File: config.mk
export PLATFORM = sky130hd
export DESIGN_NAME = timer_tick_gen
export DESIGN_NICKNAME = d
export VERILOG_FILES = /design/src/rtl/timer_tick_gen.sv
export SDC_FILE = /design/constraint.sdc
export NUM_CORES = 1
export LEC_CHECK = 0
export CORE_UTILIZATION = 54
export CTS_CLUSTER_DIAMETER = 50
export CTS_CLUSTER_SIZE = 20
export DETAILED_ROUTE_END_ITERATION = 7
export PLACE_DENSITY = 0.89
export SLEW_MARGIN = 10
export SYNTH_ARGS = -nofsm -noshare
export SYNTH_HDL_FRONTEND = slang
export SYNTH_SLANG_ARGS = --single-unit
File: constraint.sdc
create_clock -name i_clk -period 3.4 [get_ports i_clk]
set_input_delay 0.34 -clock i_clk [delete_from_list [all_inputs] [get_ports i_clk]]
set_output_delay 0.34 -clock i_clk [all_outputs]
set_load 0.01 [all_outputs]
File: src/rtl/timer_tick_gen.sv
// timer_tick_gen -- count-enable source for the 8-bit timer counter.
//
// Chooses between an internal power-of-two prescaler and an external event
// pin. It emits a registered, single-cycle o_tick, and the counter advances
// only on that pulse. All synchronisation and edge detection for the
// asynchronous event pin happens here, so the counter stays purely
// synchronous.
//
// Optional build macro: TIMER_EVENT_FILTER_EN inserts a glitch filter after
// the synchronizer. It is off by default and no filter logic exists then.
//
// Parameters:
//   SYNC_STAGES  synchronizer depth on i_timer_event (2..4)
//   FILTER_LEN   consecutive equal samples needed to accept a level change
//                (1..15, only meaningful with TIMER_EVENT_FILTER_EN)
//
// Ports:
//   i_clk          system clock
//   rst_n          asynchronous active-low reset
//   i_enable       tick generation allowed
//   i_clk_control  [3] 0=internal, 1=external
//                  internal: [2:0] -> divisor 2^n
//                  external: [1:0] 00 rise, 01 fall, 10 both, 11 none
//   i_timer_event  asynchronous external event pin
//   o_tick         one-cycle count-enable pulse
//   o_event_sync   synchronized (and filtered) event level
//   o_prescale_cnt internal prescaler value (debug)
module timer_tick_gen #(
  parameter int SYNC_STAGES = 2,
  parameter int FILTER_LEN  = 3
) (
  input  logic       i_clk,
  input  logic       rst_n,
  input  logic       i_enable,
  input  logic [3:0] i_clk_control,
  input  logic       i_timer_event,
  output logic       o_tick,
  output logic       o_event_sync,
  output logic [7:0] o_prescale_cnt
);

  if (SYNC_STAGES < 2 || SYNC_STAGES > 4 || FILTER_LEN < 1 || FILTER_LEN > 15) begin : g_bad_param
    $error("timer_tick_gen: SYNC_STAGES or FILTER_LEN out of range");
  end

  // Edge detection stays blind until the event path has flushed the values
  // it loaded during reset. A pin held high through reset then produces no
  // tick.
`ifdef TIMER_EVENT_FILTER_EN
  localparam int ARM_CYC = SYNC_STAGES + FILTER_LEN + 1;
`else
  localparam int ARM_CYC = SYNC_STAGES + 1;
`endif

  logic [SYNC_STAGES-1:0] sync_q;
  logic                   ev_lvl;
  logic                   ev_prev_q;
  logic [ARM_CYC-1:0]     arm_q;
  logic [3:0]             cfg_q;
  logic                   cfg_vld_q;
  logic [7:0]             prescale_q, prescale_d;
  logic                   tick_q, tick_d;
  logic [7:0]             div_m1;
  logic                   cfg_chg;
  logic                   armed;
  logic                   edge_hit;

`ifdef TIMER_EVENT_FILTER_EN
  localparam int FCW = $clog2(FILTER_LEN + 1);
  logic [FCW-1:0] fcnt_q;
  logic           filt_q;

  // The filtered level flips only after FILTER_LEN consecutive cycles that
  // disagree with it. Any agreeing sample, or a disable, restarts the run.
  always_ff @(posedge i_clk or negedge rst_n) begin
    if (!rst_n) begin
      fcnt_q <= '0;
      filt_q <= 1'b0;
    end else if (!i_enable || (sync_q[SYNC_STAGES-1] == filt_q)) begin
      fcnt_q <= '0;
    end else if (fcnt_q == FCW'(FILTER_LEN - 1)) begin
      fcnt_q <= '0;
      filt_q <= sync_q[SYNC_STAGES-1];
    end else begin
      fcnt_q <= fcnt_q + FCW'(1);
    end
  end

  assign ev_lvl = filt_q;
`else
  assign ev_lvl = sync_q[SYNC_STAGES-1];
`endif

  // N-1 for N = 2^sel. The largest value is 127, so it fits in 8 bits.
  assign div_m1 = (8'd1 << i_clk_control[2:0]) - 8'd1;

  // The first cycle after reset only loads the config copy and does not
  // count as a change. The prescaler therefore starts counting immediately.
  assign cfg_chg = cfg_vld_q && (i_clk_control != cfg_q);
  assign armed   = arm_q[ARM_CYC-1];

  always_comb begin
    edge_hit = 1'b0;
    case (i_clk_control[1:0])
      2'b00:   edge_hit = ev_lvl & ~ev_prev_q;
      2'b01:   edge_hit = ~ev_lvl & ev_prev_q;
      2'b10:   edge_hit = ev_lvl ^ ev_prev_q;
      default: edge_hit = 1'b0;
    endcase
  end

  // A disable or a config change outranks both a terminal count and an
  // edge. Either one clears the prescaler and drops the tick.
  always_comb begin
    prescale_d = '0;
    tick_d     = 1'b0;
    if (i_enable && !cfg_chg) begin
      if (!i_clk_control[3]) begin
        if (prescale_q == div_m1) tick_d = 1'b1;
        else                      prescale_d = prescale_q + 8'd1;
      end else begin
        tick_d = armed & edge_hit;
      end
    end
  end

  // The synchronizer and edge history keep running while disabled, so
  // re-enabling does not see a stale edge.
  always_ff @(posedge i_clk or negedge rst_n) begin
    if (!rst_n) begin
      sync_q     <= '0;
      ev_prev_q  <= 1'b0;
      arm_q      <= '0;
      cfg_q      <= '0;
      cfg_vld_q  <= 1'b0;
      prescale_q <= '0;
      tick_q     <= 1'b0;
    end else begin
      sync_q     <= {sync_q[SYNC_STAGES-2:0], i_timer_event};
      ev_prev_q  <= ev_lvl;
      arm_q      <= {arm_q[ARM_CYC-2:0], 1'b1};
      cfg_q      <= i_clk_control;
      cfg_vld_q  <= 1'b1;
      prescale_q <= prescale_d;
      tick_q     <= tick_d;
    end
  end

  assign o_tick         = tick_q;
  assign o_event_sync   = ev_lvl;
  assign o_prescale_cnt = prescale_q;

endmodule

==> flow_summary.yaml <==
floorplanning:
  initial_utilization_pct: 57.36
  die_area_um2: 1989
  die_width_um: 44.60
  io_pins: 18
  die_y_um: 44.60
  core_um2: 1708
  rows: 15
synthesis:
  synth_edf_count: 0
  yosys_register_bits: 19
  syn_area_um2: 979.7
  ys_warn_count: 0
  synthCells: 90
  syn_area_per_cell_um2: 10.89
  synth_area_leader_cell: "dfrtp_1"
  synth_top_area_share_pct: 48.53
  syn_nets: 102
  ys.flop_type: "dfrtp_1"
  ys_seq_area_share_pct: 48.53
  ys_top_cells_by_area: "dfrtp_1, xor2_1, ha_1"
  synthArstFlopShare_pct: 100.0
  synth.distinct_cells: 29
sta:
  fin_crit_sh_pct: 70.55
  fin_ws_ns: 1.001
  final.min_clock_period_ns: 2.399
  rsz0062_at_grt: "false"
  relSlewSlack_pct: 46.90
  worst_pin_slew_ns: 0.7941
  finClkSkew_ns: 0.01546
  max_clock_freq_mhz: 416.9
  final-hold-violation-count: 0
  setup_tns_ns: 0
  setup-violations-final: 0
  report.final.slew_viol_count: 0
worst_setup_path:
  rrSetupSlack_ns: 1.79
  crit_required_ns: 3.63
  ff2ff_path_depth: 5
  crit_path_end: "o_prescale_cnt[4]"
  timing.rr.start: "cfg_q[3]"
  worstPathArrival_ns: 2.63
  setup.worst_path.start_class: "primary input"
  crit_type: "primary input to flop"
  end_kind: "flop"
  crit_path_max_fanout: 8
  r2r-end: "o_prescale_cnt[4]"
  crit_path_start: "i_clk_control[2]"
drt:
  drtIter0Drc: 5
  wl_per_cell_um: 12.80
  drtAntennaViolNets: 0
  dr_total_vias: 706
  wirelength_um: 1728
  first_pass_iters: 4
  viasPerCell: 5.230
  drc: 0
global_route:
  grt_max_degree: 20
  grt_pass1_vias: 661
  grt_first_pass_wirelength_um: 2815
  grt-ovfl-total: 0
  track_usage_pct: 20.73
  antenna_found_initial: 0
clock_tree:
  cts_setup_buffers: 0
  ctsLongestPathBuffers: 2
  cts_tree: "done"
  cts_buffers: 3
  hold_buffers: 0
  clkTransAtPathRegs_ns: 0.11
  cts_root_buf: "clkbuf_4"
  clock_latency_ns: 0.31
  htree_levels: 1
  cts_resized: 0
  clock-sinks: 19
cells_and_area:
  syn_to_final_growth_pct: 22.73
  fin_area_um2: 1202
  fin_util_pct: 70.40
  fillCellCount: 113
  nets: 123
  antenna_cells: 0
  drive_gt1_share_pct: 9.091
place:
  dp_hpwl_um: 1295
  placedInstanceArea_um2: 1172
  place_worst_setup_slack_ns: 0.6927
  place_congestion: 0.7996
  io_buffers: 17
power:
  leakagePower_nw: 0.5385
  power.density_nw_per_um2: 339.2
  vdd_drop_max_mv: 0.2436
run:
  maxCapViolations: 0
hold_path:
  min_path_type: "flop to flop"
status:
  status: "finished, final reports clean"
==> placed cells by master, fill, tap and decap left out <==
| cell | Yosys | routed |
|---|---|---|
| nor3_1 | 3 | 3 |
| clkbuf_4 | 0 | 3 |
| ha_1 | 4 | 4 |
| and4_2 | 1 | 1 |
| a31oi_1 | 1 | 1 |
| o41ai_2 | 1 | 1 |
| mux2i_1 | 1 | 1 |
| nand2b_1 | 1 | 1 |
| dfrtp_1 | 19 | 19 |
| clkinvlp_4 | 0 | 1 |
| nand3_1 | 5 | 5 |
| o2111a_1 | 1 | 1 |
| clkdlybuf4s50_1 | 0 | 17 |
| a311o_2 | 1 | 1 |
| o211a_1 | 1 | 1 |
| nor3b_1 | 3 | 3 |
| o21ai_0 | 1 | 1 |
| o32ai_1 | 1 | 1 |
| or3_1 | 1 | 1 |
| and3_1 | 2 | 2 |
| xnor2_1 | 2 | 2 |
| nand2_1 | 3 | 3 |
| nor4bb_1 | 1 | 1 |
| xor2_1 | 15 | 15 |
| buf_4 | 0 | 3 |
| conb_1 | 1 | 1 |
| nor2_1 | 12 | 12 |
| inv_1 | 3 | 3 |
| a211oi_1 | 1 | 1 |
| nor4b_1 | 1 | 1 |
==> how the worst min path moves through the flow <==
stage / startpoint / end / cells past startpoint
floorplan: rst_n / arm_q[0] / 0
global route: arm_q[1] / arm_q[2] / 0
finish: arm_q[1] / arm_q[2] / 0
global placement: sync_q[0] / sync_q[1] / 0
CTS: sync_q[0] / sync_q[1] / 0
detailed placement: arm_q[1] / arm_q[2] / 0
==> synthesized netlist by cell type, drive strengths merged, types with 2 or more instances <==
master,n
nor2,12
buf,3
nand3,5
ha,4
inv,3
xnor2,2
and3,2
nand2,3
nor3b,3
nor3,3
dfrtp,19
xor2,15
==> area by class of cell <==
class | instances | area, µm² | share of cell area [%]
clock buffer | 3 | 22.52 | 1.873
clock inverter | 1 | 7.507 | 0.6244
inverter | 3 | 11.26 | 0.9365
multi-input combinational | 64 | 461.7 | 38.40
sequential | 19 | 475.5 | 39.54
tap | 25 | 31.28 | 2.601
timing repair buffer | 20 | 192.7 | 16.03
==> worst max-delay path: stages <==
cell and delay, ns:
clkdlybuf4s50_1 0.41, or3_1 0.40, ha_1 0.29, nor4bb_1 0.33
nor3_1 0.11, xor2_1 0.16, a311o_2 0.47, nor2_1 0.12
==> flip-flops by register name, indices dropped and copies added (netlist names) <==
register / cells
ev_prev_q: 1
cfg_q: 4
arm_q: 3
o_prescale_cnt: 8
sync_q: 2
o_tick: 1
==> kinds of logic after synthesis <==
group | Yosys count | share of synthesized area, %
flops | 19 | 48.53
xor+xnor | 17 | 15.20
buf+inv | 7 | 4.341
compound gates | 8 | 7.791
other cells | 1 | 0.3828
fa+ha+maj | 4 | 5.109
mux | 1 | 1.022
simple gates | 33 | 17.62
==> metrics by stage <==
stage | hold WS (ns) | instances | total power [mW]
5_1_grt | 0.3738 | 135 | 0.4317
2_1_floorplan | 0.04441 | 90 | 0.2737
3_3_place_gp | 0.3336 | 131 | 0.2946
6_report | 0.3639 | 135 | 0.4078
4_1_cts | 0.3666 | 135 | 0.4133
3_5_place_dp | 0.3395 | 131 | 0.2977
==> layer usage <==
layer | global-route usage (%) | wire [µm] | vias to the layer above
met5 | 0 | 0 | -
met4 | 16.36 | 76 | 0
met3 | 3.265 | 72 | 9
met2 | 32.65 | 793 | 20
met1 | 25.20 | 784 | 330
li1 | - | - | 347
==> power by group <==
part | internal (mW) | switching, mW
Sequential | 0.233 | 0.00454
Clock | 0.0449 | 0.0702
Combinational | 0.0268 | 0.0284
Note: power is estimated with default switching activity, not from simulation.
